`src/rtl/flag_unit_pkg.sv`:
```
// flag_unit_pkg: shared flag type, opcode class constants and branch opcodes
package flag_unit_pkg;
  localparam logic [2:0] CLS_ARITH = 3'b000;
  localparam logic [2:0] CLS_LOGIC = 3'b001;
  localparam logic [2:0] CLS_SHIFT = 3'b010;
  localparam logic [2:0] CLS_BRANCH = 3'b110;
  localparam logic [5:0] OP_BEQ = 6'b110000;
  localparam logic [5:0] OP_BNE = 6'b110001;
  localparam logic [5:0] OP_BLT = 6'b110010;
  localparam logic [5:0] OP_BGE = 6'b110011;
  localparam logic [5:0] OP_BCS = 6'b110100;
  localparam logic [5:0] OP_BCC = 6'b110101;
  localparam logic [5:0] OP_CALL = 6'b110110;
  localparam logic [5:0] OP_RET = 6'b110111;
  typedef struct packed {
    logic z;
    logic s;
    logic c;
  } flags_t;
endpackage

```
`src/rtl/flag_unit_stack.sv`:
```
// flag_stack: LIFO of saved flags with full/empty status and an illegal-access pulse
module flag_stack
  import flag_unit_pkg::*;
#(
  parameter int DEPTH = 4
) (
  input  logic   clk,
  input  logic   rst_n,
  input  logic   push,
  input  logic   pop,
  input  flags_t din,
  output flags_t dout,
  output logic   full,
  output logic   empty,
  output logic   err
);
  localparam int AW = $clog2(DEPTH);
  logic [AW:0] sp_q, sp_d;
  logic [AW-1:0] top_idx;
  flags_t mem [DEPTH];
  logic push_ok, pop_ok;
  assign full = sp_q == (AW+1)'(DEPTH);
  assign empty = sp_q == '0;
  assign push_ok = push & ~pop & ~full;
  assign pop_ok = pop & ~push & ~empty;
  assign err = (push & pop) | (push & ~pop & full) | (pop & ~push & empty);
  assign top_idx = sp_q[AW-1:0] - AW'(1);
  assign dout = mem[top_idx];
  // next stack pointer: only legal single push or pop moves it
  always_comb begin
    sp_d = push_ok ? sp_q + 1'b1 : pop_ok ? sp_q - 1'b1 : sp_q;
  end
  // stack pointer register
  always_ff @(posedge clk or negedge rst_n) begin
    if (!rst_n) sp_q <= '0;
    else sp_q <= sp_d;
  end
  // entry storage, deliberately not reset
  always_ff @(posedge clk) begin
    if (push_ok) mem[sp_q[AW-1:0]] <= din;
  end
endmodule

```
`src/rtl/flag_unit.sv`:
```
// flag_unit: condition flag register with pending-op tracking and call/return flag stack
module flag_unit
  import flag_unit_pkg::*;
#(
  parameter int DATA_W = 32,
  parameter int STACK_DEPTH = 4,
  parameter int MAX_PEND = 3
) (
  input  logic              clk,
  input  logic              rst_n,
  input  logic              issue_alu,
  input  logic              alu_valid,
  input  logic [5:0]        alu_opcode,
  input  logic [DATA_W-1:0] alu_result,
  input  logic              alu_carry,
  input  logic              save_req,
  input  logic              restore_req,
  output logic              fZero,
  output logic              fSign,
  output logic              fCarry,
  output logic              flags_ready,
  output logic              stack_full,
  output logic              stack_empty,
  output logic              err
);
  localparam int PW = $clog2(MAX_PEND + 1);
  localparam logic [PW-1:0] PMAX = PW'(MAX_PEND);
  flags_t flags_q, flags_d, top_flags;
  logic [PW-1:0] pend_q, pend_d;
  logic err_q, err_d, stk_err, pend_err, restore_ok, sets_flags, unused_op;
  logic [2:0] cls;
  assign cls = alu_opcode[5:3];
  assign unused_op = ^alu_opcode[2:0];
  assign sets_flags = alu_valid & (cls == CLS_ARITH || cls == CLS_LOGIC || cls == CLS_SHIFT);
  assign restore_ok = restore_req & ~save_req & ~stack_empty;
  flag_stack #(.DEPTH(STACK_DEPTH)) u_stack (
    .clk  (clk),
    .rst_n(rst_n),
    .push (save_req),
    .pop  (restore_req),
    .din  (flags_q),
    .dout (top_flags),
    .full (stack_full),
    .empty(stack_empty),
    .err  (stk_err)
  );
  // a legal restore overrides any same-cycle ALU flag update; logic ops keep carry
  always_comb begin
    flags_d = flags_q;
    if (restore_ok) flags_d = top_flags;
    else if (sets_flags)
      flags_d = '{z: alu_result == '0, s: alu_result[DATA_W-1],
                  c: cls == CLS_LOGIC ? flags_q.c : alu_carry};
  end
  // pending count: simultaneous issue and retire cancel; saturate and flag misuse at the ends
  always_comb begin
    pend_d = pend_q;
    pend_err = 1'b0;
    if (issue_alu && !alu_valid) begin
      pend_err = pend_q == PMAX;
      pend_d = pend_err ? pend_q : pend_q + 1'b1;
    end else if (alu_valid && !issue_alu) begin
      pend_err = pend_q == '0;
      pend_d = pend_err ? pend_q : pend_q - 1'b1;
    end
    err_d = err_q | pend_err | stk_err;
  end
  // state registers
  always_ff @(posedge clk or negedge rst_n) begin
    if (!rst_n) begin
      flags_q <= '0;
      pend_q <= '0;
      err_q <= 1'b0;
    end else begin
      flags_q <= flags_d;
      pend_q <= pend_d;
      err_q <= err_d;
    end
  end
  assign fZero = flags_q.z;
  assign fSign = flags_q.s;
  assign fCarry = flags_q.c;
  assign flags_ready = pend_q == '0;
  assign err = err_q;
endmodule

```
`config.mk`:
```
export PLATFORM = sky130hd
export DESIGN_NAME = flag_unit
export DESIGN_NICKNAME = d
export VERILOG_FILES = /design/src/rtl/flag_unit_pkg.sv /design/src/rtl/flag_unit_stack.sv /design/src/rtl/flag_unit.sv
export SDC_FILE = /design/constraint.sdc
export NUM_CORES = 1
export LEC_CHECK = 0
export CELL_PAD_IN_SITES_DETAIL_PLACEMENT = 1
export CELL_PAD_IN_SITES_GLOBAL_PLACEMENT = 1
export CORE_MARGIN = 1.5
export CORE_UTILIZATION = 34
export DETAILED_ROUTE_END_ITERATION = 12
export PLACE_DENSITY = 0.95
export SLEW_MARGIN = 20
export SYNTH_ARGS = -nofsm -noshare
export SYNTH_HDL_FRONTEND = slang
export SYNTH_HIERARCHICAL = 1
export SYNTH_SLANG_ARGS = --single-unit
```
`constraint.sdc`:
```
create_clock -name clk -period 7.45 [get_ports clk]
set_clock_uncertainty 0.05 [all_clocks]
set_input_delay 1.49 -clock clk [delete_from_list [all_inputs] [get_ports clk]]
set_output_delay 1.49 -clock clk [all_outputs]
set_load 0.1 [all_outputs]
```
==> results_dict.tcl <==
set metrics [dict create \
    ys_seq_elements 21 \
    viasPerCell 5.08 \
    status "finished clean" \
    dieArea_um2 3860 \
    hold_class "flop to flop" \
    worstMarginPinSlew_ps 973 \
    synth-seq-area-share_pct 49.2 \
    place_ws_ps 3530 \
    power_density_nw_per_um2 336 \
    grt_max_degree 15 \
    cp_max_fo 8 \
    grt.total_usage_pct 18.2 \
    rows 21 \
    max_freq_mhz 234 \
    initial_utilization_pct 35.7 \
    crit_chain "inv_1 > ha_1 > nand2b_1 > inv_1 > clkdlybuf4s50_1" \
    die_h_um 62.2 \
    path_common_cell "inv_1" \
    ys_warn_count 6 \
    cts_tree "built" \
    maxSlewHeadroom_pct 34.9 \
    routabilityCongestion 0.725 \
    grt_pass1_wl_um 5360 \
    synthTopCellsByArea "edfxtp_1 30%, dfrtp_1 19%, mux4_2 5.7%, ha_1 4.2%, nor4_2 4.2%" \
    layout_commonest_cell "clkdlybuf4s50_1" \
    postCtsSetupBuffers 0 \
    firstDrtPassIters 4 \
    cpPeakStageDelay_ps 1150 \
    crit_path_start_kind "flop" \
    avgSynthCellArea_um2 11.6 \
    netlist_instances 103 \
    yosys.area.top_type "edfxtp_1" \
    cts_sinks 21 \
    required_ps 5910 \
    fin_nets 204 \
    fin_hold_ws_ps 457 \
    core-area_um2 3340 \
    fin_ws_ps 3180 \
    drc 0 \
    fin_crit_ps 4270 \
    areaGrowthSynthToFinish_pct 46.4 \
    place_area_um2 1720 \
    layout_common_cells "48 x clkdlybuf4s50_1, 12 x edfxtp_1, 10 x nand2_1" \
    via_count 1011 \
    final_cell_area_um2 1740 \
    cp.arrival_ps 2730 \
    crit_type "flop to primary output" \
    cts_buffers 3 \
    power_w 0.000585 \
    clk_latency_ps 310 \
    clk_pin_slew_ps 110 \
    synth_area_um2 1190 \
    grt_remaining_overflow 0 \
    ios 52 \
    hold_violations 0 \
    max_cap_viol_count 0 \
    antenna_cells 0 \
    slowest_stage "clkdlybuf4s50_1" \
    grt_antenna_before_repair 0 \
    io_buffers 48 \
    final-setup-viol-count 0 \
    ir_drop_mv 0.182 \
    rsz0062_at_grt "false" \
    final_max_slew_viol_count 0 \
    yosysTopAreaCellShare_pct 30.3 \
    drive_gt1_share_pct 7.19 \
    ctsHoldBuffers 0 \
    die_w_um 62.2 \
    post_cts_resized 0 \
    drtAntennaViolNets 0 \
    h-tree-depth 1 \
    first_global_vias 1045 \
    drt_iter0_markers 35 \
    power_leakage_nw 0.641 \
    cts-root-buf "clkbuf_4" \
    finalCritPeriodShare_pct 57.3 \
    wire_per_inst_um 17.1 \
    synth.distinct_cells 35 \
    finalWirelength_um 3400 \
    setup.worst_path.end_class "primary output" \
    tns_ps 0 \
    cts_buffer_depth 2 \
    dp_hpwl_um 2780 \
    synth_nets 153 \
]
metrics by stage:
stage	instances	utilization, %
2_1_floorplan	103	-
3_3_place_gp	195	51.4
3_5_place_dp	195	51.4
4_1_cts	199	52.2
5_1_grt	199	52.2
6_report	199	52.2
cells by family after synthesis:
logic type / count (synthesis) / share of synthesized area [%]
compound gates: 19 / 11.0
xor+xnor: 1 / 0.736
fa+ha+maj: 5 / 5.89
buf+inv: 7 / 2.63
flops: 21 / 49.2
mux: 6 / 8.20
simple gates: 44 / 22.3
worst paths after layout:
check,endpoint,depth (start not counted),from,slack (ps)
setup / recovery,stack_empty,5,u_stack/sp_q[0]$_DFFE_PN0P_,3180
hold / removal,err$_DFF_PN0_,2,err$_DFF_PN0_,460
min in group asynchronous,fCarry$_DFFE_PN0P_,1,rst_n,1440
max in group asynchronous,u_stack/sp_q[0]$_DFFE_PN0P_,1,rst_n,5590
hold reg to reg,err$_DFF_PN0_,2,err$_DFF_PN0_,460
setup reg to reg,u_stack/sp_q[1]$_DFFE_PN0P_,9,u_stack/sp_q[0]$_DFFE_PN0P_,4680
state kept, by name, summed over array words and instances (netlist names):
| register | count |
|---|---|
| err | 1 |
| u_stack/sp_q | 3 |
| fZero | 1 |
| fSign | 1 |
| fCarry | 1 |
| u_stack/mem | 12 |
| pend_q | 2 |
cell type report:
class / count / area (um2)
clock buffers: 4 / 26.3
fillers: 381 / 1600
inverters: 5 / 18.8
multi-input cells: 75 / 573
flip-flops and latches: 21 / 586
well taps: 46 / 57.6
repair buffers: 48 / 480
metal layers:
layer | track usage, % | wire (um) | vias up
met3 | 4.89 | 110 | 8
met4 | 4.44 | 60 | 0
met1 | 21.1 | 1400 | 498
li1 | - | - | 488
met2 | 33.4 | 1830 | 17
met5 | 0 | 0 | -
power by group:
group | leakage [nW] | internal (W) | switching (W)
registers | 0.213 | 0.000163 | 0.0000470
clock network | 0.0150 | 0.0000210 | 0.0000355
logic | 0.413 | 0.000119 | 0.000200
total | 0.641 | 0.000303 | 0.000283
worst max-delay path, delay by kind of cell (launching register included):
kind                     cells  cell delay, ps
adder cells (fa/ha/maj)      1             300
flip-flops                   1             560
AND/OR/NAND/NOR              1             130
buffers and inverters        3            1440
synthesized netlist by cell type (all sizes together):
library cell,instances
nor3b,2
a22oi,1
mux4,3
o21ai,6
and2,4
fa,1
mux2i,3
nand3b,1
xnor2,1
inv,5
o22a,1
or3,1
buf,2
nor2b,4
dfrtp,9
a22o,1
o31ai,1
nand2b,5
o211ai,1
a32oi,1
edfxtp,12
a32o,1
nand4,2
nand3,1
nand2,10
nor4,9
nor2,5
ha,4
a311oi,1
a21o,2
a21oi,3
Power figures use the tool's default switching activity.
